File: config.mk
export PLATFORM = sky130hd
export DESIGN_NAME = axil_regfile
export DESIGN_NICKNAME = d
export VERILOG_FILES = /design/src/rtl/axil_regfile.sv
export SDC_FILE = /design/constraint.sdc
export NUM_CORES = 1
export LEC_CHECK = 0
export CAP_MARGIN = 40
export CORE_ASPECT_RATIO = 1.25
export CORE_UTILIZATION = 45
export CTS_CLUSTER_SIZE = 30
export DETAILED_ROUTE_END_ITERATION = 12
export PLACE_DENSITY = 0.77
export RECOVER_POWER = 100
export SYNTH_ARGS = -nofsm -noshare
export SYNTH_HDL_FRONTEND = slang
export SYNTH_SLANG_ARGS = --single-unit
export TNS_END_PERCENT = 50
File: constraint.sdc
create_clock -name ACLK -period 1.5 [get_ports ACLK]
set_input_delay 0.225 -clock ACLK [delete_from_list [all_inputs] [get_ports ACLK]]
set_output_delay 0.225 -clock ACLK [all_outputs]
set_load 0.01 [all_outputs]
File: src/rtl/axil_regfile.sv
// AXI4-Lite register file: NUM_REGS x DATA_W, independent AW/W capture, one outstanding write and one outstanding read; B and R are returned one edge after the handshake and held until BREADY/RREADY.
// Optional AXIL_SLVERR_EN: out-of-range accesses answer SLVERR instead of OKAY.
module axil_regfile #(
  parameter int DATA_W   = 32,
  parameter int ADDR_W   = 6,
  parameter int NUM_REGS = 8
) (
  input  logic                       ACLK,
  input  logic                       ARESET,
  input  logic [ADDR_W-1:0]          AWADDR,
  input  logic                       AWVALID,
  output logic                       AWREADY,
  input  logic [DATA_W-1:0]          WDATA,
  input  logic [DATA_W/8-1:0]        WSTRB,
  input  logic                       WVALID,
  output logic                       WREADY,
  output logic [1:0]                 BRESP,
  output logic                       BVALID,
  input  logic                       BREADY,
  input  logic [ADDR_W-1:0]          ARADDR,
  input  logic                       ARVALID,
  output logic                       ARREADY,
  output logic [DATA_W-1:0]          RDATA,
  output logic [1:0]                 RRESP,
  output logic                       RVALID,
  input  logic                       RREADY,
  output logic [NUM_REGS*DATA_W-1:0] reg_o,
  output logic [NUM_REGS-1:0]        wr_pulse_o
);

  localparam int ADDR_LSB = $clog2(DATA_W/8);
  localparam int STRB_W   = DATA_W/8;
  localparam int IDX_W    = ADDR_W - ADDR_LSB;

  logic                       aw_full;
  logic                       w_full;
  logic                       commit;
  logic [IDX_W-1:0]           aw_idx;
  logic [IDX_W-1:0]           ar_idx;
  logic [DATA_W-1:0]          w_data;
  logic [STRB_W-1:0]          w_strb;
  logic [DATA_W-1:0]          rd_val;
  logic [NUM_REGS*DATA_W-1:0] regs;
  logic [1:0]                 bresp_nxt;
  logic [1:0]                 rresp_nxt;
  logic                       unused_addr_lsbs;

  assign AWREADY = !ARESET && !aw_full && !BVALID;
  assign WREADY  = !ARESET && !w_full && !BVALID;
  assign ARREADY = !ARESET && !RVALID;
  assign commit  = aw_full && w_full && !BVALID;
  assign ar_idx  = ARADDR[ADDR_W-1:ADDR_LSB];
  assign reg_o   = regs;
  assign unused_addr_lsbs = ^{AWADDR[ADDR_LSB-1:0], ARADDR[ADDR_LSB-1:0]};

  // Out-of-range indices match no register, so the read value stays zero.
  always_comb begin
    rd_val = '0;
    for (int i = 0; i < NUM_REGS; i++) begin
      if (ar_idx == IDX_W'(i)) rd_val = regs[i*DATA_W +: DATA_W];
    end
  end

`ifdef AXIL_SLVERR_EN
  localparam logic [IDX_W:0] NUM_REGS_L = (IDX_W+1)'(NUM_REGS);
  assign bresp_nxt = ({1'b0, aw_idx} < NUM_REGS_L) ? 2'b00 : 2'b10;
  assign rresp_nxt = ({1'b0, ar_idx} < NUM_REGS_L) ? 2'b00 : 2'b10;
`else
  assign bresp_nxt = 2'b00;
  assign rresp_nxt = 2'b00;
`endif

  always_ff @(posedge ACLK) begin
    if (ARESET) begin
      aw_full    <= 1'b0;
      w_full     <= 1'b0;
      aw_idx     <= '0;
      w_data     <= '0;
      w_strb     <= '0;
      regs       <= '0;
      wr_pulse_o <= '0;
      BVALID     <= 1'b0;
      BRESP      <= 2'b00;
      RVALID     <= 1'b0;
      RDATA      <= '0;
      RRESP      <= 2'b00;
    end else begin
      wr_pulse_o <= '0;
      if (AWVALID && AWREADY) begin
        aw_full <= 1'b1;
        aw_idx  <= AWADDR[ADDR_W-1:ADDR_LSB];
      end
      if (WVALID && WREADY) begin
        w_full <= 1'b1;
        w_data <= WDATA;
        w_strb <= WSTRB;
      end
      // Commit cannot coincide with a new AW/W capture: the flags block the readies.
      if (commit) begin
        aw_full <= 1'b0;
        w_full  <= 1'b0;
        BVALID  <= 1'b1;
        BRESP   <= bresp_nxt;
        for (int i = 0; i < NUM_REGS; i++) begin
          if (aw_idx == IDX_W'(i)) begin
            wr_pulse_o[i] <= 1'b1;
            for (int b = 0; b < STRB_W; b++) begin
              if (w_strb[b]) regs[i*DATA_W + b*8 +: 8] <= w_data[b*8 +: 8];
            end
          end
        end
      end else if (BVALID && BREADY) begin
        BVALID <= 1'b0;
      end
      if (ARVALID && ARREADY) begin
        RVALID <= 1'b1;
        RDATA  <= rd_val;
        RRESP  <= rresp_nxt;
      end else if (RVALID && RREADY) begin
        RVALID <= 1'b0;
      end
    end
  end

endmodule

==> run metrics, run 1 <==
crit path time final 1730 ps; GR Util met2 58.1%; DR vias/cell 6.24; DPL Wire Length ~40000 um; post-synthesis sequential area ratio between 40 and 50%; Routability Congestion 0.949; Hold Path Class in2reg; drt first pass iters 8; Max stage delay on crit path 390 ps; cell mode on critical path buf_6; initial antenna violation count 2; final wirelength 63100 um; Longest Clk Path Bufs 3; WL per Instance 24.5 um; remaining global-route overflow 0; Final nets 2196; Tcrit/Tclk final 115%; hold wc startpoint ARESET; final core utilization 73.3%; terminus of the critical flop-to-flop path reg_o[161]; RSZ-0062 raised after global routing yes; WS Path Type reg2reg; I/O Buffers 351; most frequent cells in the layout 289 x dlygate4sd2_1, 283 x dfxtp_1, 232 x nand2_1; TritonCTS clock tree done; Post-synth EDFFs 0; fmax 0.579 GHz; Worst Skew ~16 ps; leading cell type in the layout, fill and taps excluded dlygate4sd2_1; Leak roughly 9.1 nW; failing checks setup timing; WP buf/inv 3; synthesized area 0.0143 sq mm; pin count of the biggest net entering global routing 138; critical path's top delay family buffers and inverters; core box area 0.0311 sq mm; Power Total 0.0207 W; Hold Path Stages 3; setup slack, reg-to-reg -230 ps; Reg2Reg Launch Point aw_idx[1]; initial core utilization 45.9%; worst slew pin tran 831 ps; Synth Flop Type dfxtp_1; Area growth, synth to finish 59.7%; Final ANT Viol Nets 0; slowest CP cell nor4bb_4; Critical Path Start Type flop; DRC 0; CP max FO 8; FF+latch count, synth 340; syn_area_per_cell 8.23 sq um; Reg2Reg Depth 6; CTS Buf Count 34; Global Route Usage Sum 34.6%; first-pass GRT wire length 87300 um; status complete, but fails checks; Top Usage Layer GRT met2; Max-Cap Viols 0; number of top-level pins 360; dpl cells ~2400; Detailed Route Iter0 Violations 1894; # rows 72; grt met1 use about two fifths; relative slew slack between 40% and 50%; CTS Hold Buffers Added 0; grt met3 use 4.96%; CTS root buf clkbuf_16; CP endpoint kind flop; Worst Hold End reg_o[27]; CP Cell Sequence buf_6, nor4bb_4, buf_6, buf_8, nand3_1, a21oi_1; CP arrival 2170 ps; Yosys cell types 41; pwr dens 907 mW/mm^2; H-tree levels 2; Worst setup startpoint aw_idx[1]; die area 0.0324 sq mm; die width about 160 um; Final WS setup -228 ps; routed via count 16058; Final Max Slew Viols 0; Max IR drop VDD 785 uV; Placed Instance Area roughly 0.019 sq mm; fraction of registers with async set/reset 0%; Mapped Cells approximately 1700; Critical Path RT around 1900 ps; Reg clk slew, reported paths 70 ps; final std cells w/o fill 2574; die outline height 201 um; Finished Cell Area 0.0228 sq mm; Syn. warnings 0; Crit path depth 6; Final Hold Viols 0; CTS sink count 340; number of global-route vias before repair about 15000; # setup viols final 302; Clock Latency Late Sink 520 ps; layout cells sized above 1 around 30%
==> layer usage <==
metal / vias up / wire [um]
li1: 6873 / -
met1: 7623 / 21800
met2: 1196 / 30300
met3: 364 / 5580
met4: 2 / 5430
met5: - / 13
==> worst max path at each step <==
stage,slack [ps],to
floorplan,-30,aw_idx[0]
global placement,-570,RDATA[13]
detailed placement,-610,RDATA[26]
CTS,-210,WREADY
global route,-270,reg_o[161]
finish,-230,reg_o[161]
==> metrics by stage <==
| step | worst slack (ps) | setup TNS, ps | hold WS [ps] |
|---|---|---|---|
| 6_report | -228 | -23950 | 185 |
| 5_1_grt | -274 | -40140 | 189 |
| 4_1_cts | -214 | -19530 | 155 |
| 3_5_place_dp | -614 | -52170 | 446 |
| 3_3_place_gp | -570 | -42920 | 445 |
| 2_1_floorplan | -29.6 | -516 | 361 |
==> repair_timing <==
item	CTS	global route
buffers inserted	26	28
endpoints found under the setup margin	621	338
hold endpoints to repair	0	0
pin swaps	74	104
cloned	8	8
resized for setup	547	309
==> layout make-up <==
| type | instances | area [sq um] |
|---|---|---|
| Fill cell | 2197 | 8290 |
| Clock inverter | 14 | 200 |
| Antenna cell | 1 | 2.50 |
| Sequential cell | 340 | 6890 |
| Inverter | 9 | 33.8 |
| Tap cell | 407 | 509 |
| Clock buffer | 47 | 1000 |
| Multi-Input combinational cell | 1209 | 8440 |
| Timing Repair Buffer | 547 | 5720 |
==> report_power, final <==
group	internal, W	leakage (nW)	switching (W)
clock network	0.00556	0.590	0.00374
logic	0.000879	5.71	0.00102
registers	0.00917	2.78	0.000294
total	0.0156	9.07	0.00506
==> cells in the mapped netlist (2+ instances only) <==
cell	count	area share [%]
a2111oi_0	4	0.25
nand2b_1	4	0.18
or4_1	2	0.11
buf_2	67	2.4
nor2_1	84	2.2
nor3_1	30	1.1
nor4b_4	3	0.50
nor2b_1	5	0.22
dfxtp_1	340	48
buf_1	2	0.053
or3_1	2	0.088
inv_1	9	0.24
mux2i_1	95	6.7
clkbuf_1	101	2.7
o22ai_1	59	2.6
nor4bb_1	3	0.21
mux2_2	32	2.5
and2_1	2	0.088
nand3_1	225	7.9
a21oi_1	267	9.4
and4b_1	4	0.28
buf_4	5	0.26
buf_6	3	0.24
nor4_1	4	0.18
nand3b_1	2	0.11
o221ai_2	7	0.74
nand4b_1	5	0.31
o221ai_1	20	1.2
o21ai_0	7	0.25
nand2_1	330	8.7
==> tightest hold or removal path, stage by stage <==
cell,delay (ps)
buf_8,140
buf_4,250
a21oi_2,40
==> flip-flops by register name (all words and copies together) (netlist names) <==
name,cells
BVALID,1
RDATA,32
RVALID,1
aw_full,1
aw_idx,4
reg_o,256
w_data,32
w_full,1
w_strb,4
wr_pulse_o,8
==> cells by family (layout without fill, tap and decap cells) <==
family                 Yosys count  in the layout  synth area share, %
AO/OA/AOI/OAI                  365            365                 14.5
buffers and inverters          188            617                 5.83
flip-flops                     340            340                 47.7
multiplexers                   127            127                 9.19
other                            1              5               0.0263
AND/OR/NAND/NOR                713            713                 22.7
No activity file was read; power rests on OpenSTA's default activity.
==> run 2: changes to the inputs <==
Settings changed: CORE_UTILIZATION 45 to 49, PLACE_DENSITY 0.77 to 0.8.
Clock period 1.5 ns to 1.6 ns, I/O delays scaled along.
==> run 2 against run 1 <==
Compared with the run above:
- the flow still finishes with violations (setup timing)
- maximum frequency rose by 4.0%
- power fell by 10%
- clock skew barely moved
==> run metrics, run 2 (synthesis results as in run 1) <==
Max stage delay on crit path 490 ps (+100 ps); Max IR drop VDD 842 uV (+7.2%); WP buf/inv 1 (-2); Reg clk slew, reported paths 70 ps (about the same); slowest CP cell a2111oi_0; drt first pass iters 7 (-1); DRC 0 (unchanged); initial antenna violation count 1 (-1); Worst Skew 15.9 ps (-0.386 ps); Hold Path Stages 3 (unchanged); initial core utilization 50.1% (+4.2 points); TritonCTS clock tree done; Tcrit/Tclk final 104% (-11 points); die width 155 um (-4.1%); CP endpoint kind flop; I/O Buffers 351 (unchanged); die outline height 193 um (-4.1%); first-pass GRT wire length 82100 um (-6.0%); CTS sink count 340 (unchanged); dpl cells 2399 (-2.0%); die area 0.0298 sq mm (-8.1%); most frequent cells in the layout 333 x dfxtp_1, 298 x dlygate4sd2_1, 294 x nand2_1; CP arrival 2050 ps (-120 ps); Detailed Route Iter0 Violations 1342 (-29%); RSZ-0062 raised after global routing yes; Clock Latency Late Sink 520 ps (about the same); Fillers 2289 (+4.2%); worst slew pin tran 629 ps (-202 ps); Leak 8.54 nW (-5.8%); H-tree levels 2 (unchanged); Global Route Usage Sum 35.3% (+0.69 points); number of global-route vias before repair 14573 (-2.9%); Critical Path Start Type flop; Final WS setup -61.1 ps (+167 ps); status complete, but fails checks; final wirelength 55000 um (-13%); routed via count 15203 (-5.3%); remaining global-route overflow 0 (unchanged); Longest Clk Path Bufs 3 (unchanged); CP Cell Sequence buf_4, nor3b_2, nand2_2, a2111oi_0, nor4_1; # rows 69 (-4.2%); setup_tns -173 ps (+23780 ps); DP Worst Slack -690 ps (-76.2 ps); WL per Instance 22.2 um (-9.5%); pwr dens 918 mW/mm^2 (+1.2%); relative slew slack 58.1% (+13 points); Routability Congestion 0.937 (-1.2%); max reg flops 256 (unchanged); core box area 0.0285 sq mm (-8.3%); layout cells sized above 1 17.0% (-13 points); Worst Hold End reg_o[193]; Reg2Reg Depth 5 (-1); critical path's top delay family simple AND/OR/NAND/NOR gates; Hold Path Class in2reg; failing checks setup timing; DPL Wire Length 38400 um (-3.0%); CP max FO 5 (-3); Area growth, synth to finish 41.8%; fmax 0.602 GHz (+4.0%); Reg2Reg Launch Point RVALID; hold slack 63.9 ps (-121 ps); pin count of the biggest net entering global routing 94 (-32%); Final nets 2154 (-1.9%); WS Path Type reg2reg; crit path time final 1660 ps (-66.9 ps); Final Hold Viols 0 (unchanged); leading cell type in the layout, fill and taps excluded dfxtp_1; DR vias/cell 6.13 (-1.7%); Max-Cap Viols 0 (unchanged); number of top-level pins 360 (unchanged); Critical Path RT 1990 ps (+50 ps); Final ANT Viol Nets 0 (unchanged); CTS Buf Count 35 (+2.9%); Final Max Slew Viols 0 (unchanged); setup slack, reg-to-reg -60 ps (+170 ps); terminus of the critical flop-to-flop path RDATA[30]; CTS root buf clkbuf_16; hold wc startpoint ARESET; # setup viols final 11 (-96%); final std cells w/o fill 2480 (-3.7%)
## run 2: through the flow
step	total power (W)	cell area (sq um)	utilization (%)
after global placement	0.0103	18700	65.6
after floorplan	0.00962	14300	-
after detailed placement	0.0104	18700	65.7
final	0.0186	20200	71.0
after global routing	0.0190	20200	71.0
after CTS	0.0185	19800	69.5
## run 2: power breakdown
group          total [W]  internal (W)  switching [W]
Combinational    0.00145      0.000636       0.000816
Clock            0.00830       0.00483        0.00346
Sequential       0.00882       0.00860       0.000227
## run 2: layout make-up
type                    instances  area, sq um  area share, %
clock buffers                  48          985           4.87
well taps                     355          444           2.20
inverters                       9         33.8          0.167
diodes                          1         2.50         0.0124
clock inverters                14          166          0.823
repair buffers                504         4680           23.1
flip-flops and latches        340         6820           33.7
multi-input cells            1209         7100           35.1
## run 2: layer usage
metal / up-vias / GRT usage (%) / routed length (um)
li1: 6772 / - / -
met1: 7123 / 41.0 / 19900
met2: 1065 / 62.1 / 26900
met3: 241 / 5.64 / 4990
met4: 2 / 19.6 / 3230
met5: - / 0 / 12
## run 2: worst reg2reg max path, cell delays in order, from the launching register on
cell and delay, ps:
dfxtp_1 320, buf_4 170, nor3b_2 290, nand2_2 190, a2111oi_0 490, nor4_1 90
## run 2: how the worst max path moves through the flow
stage	slack [ps]	cells past startpoint	startpoint	endpoint
after floorplan	-10	7	BVALID	reg_o[239]
after global placement	-610	8	ARADDR[4]	RDATA[3]
after detailed placement	-690	8	ARADDR[4]	RDATA[10]
after CTS	-50	3	w_full	WREADY
after global routing	-130	5	RVALID	RDATA[30]
final	-60	5	RVALID	RDATA[30]
## run 2: what timing repair did
item                       in CTS  in global routing
resized for setup             390                110
setup endpoints to repair     554                244
cloned                          2                  6
buffers inserted                6                  6
hold buffers                    0                  0
pin swaps                       6                 22
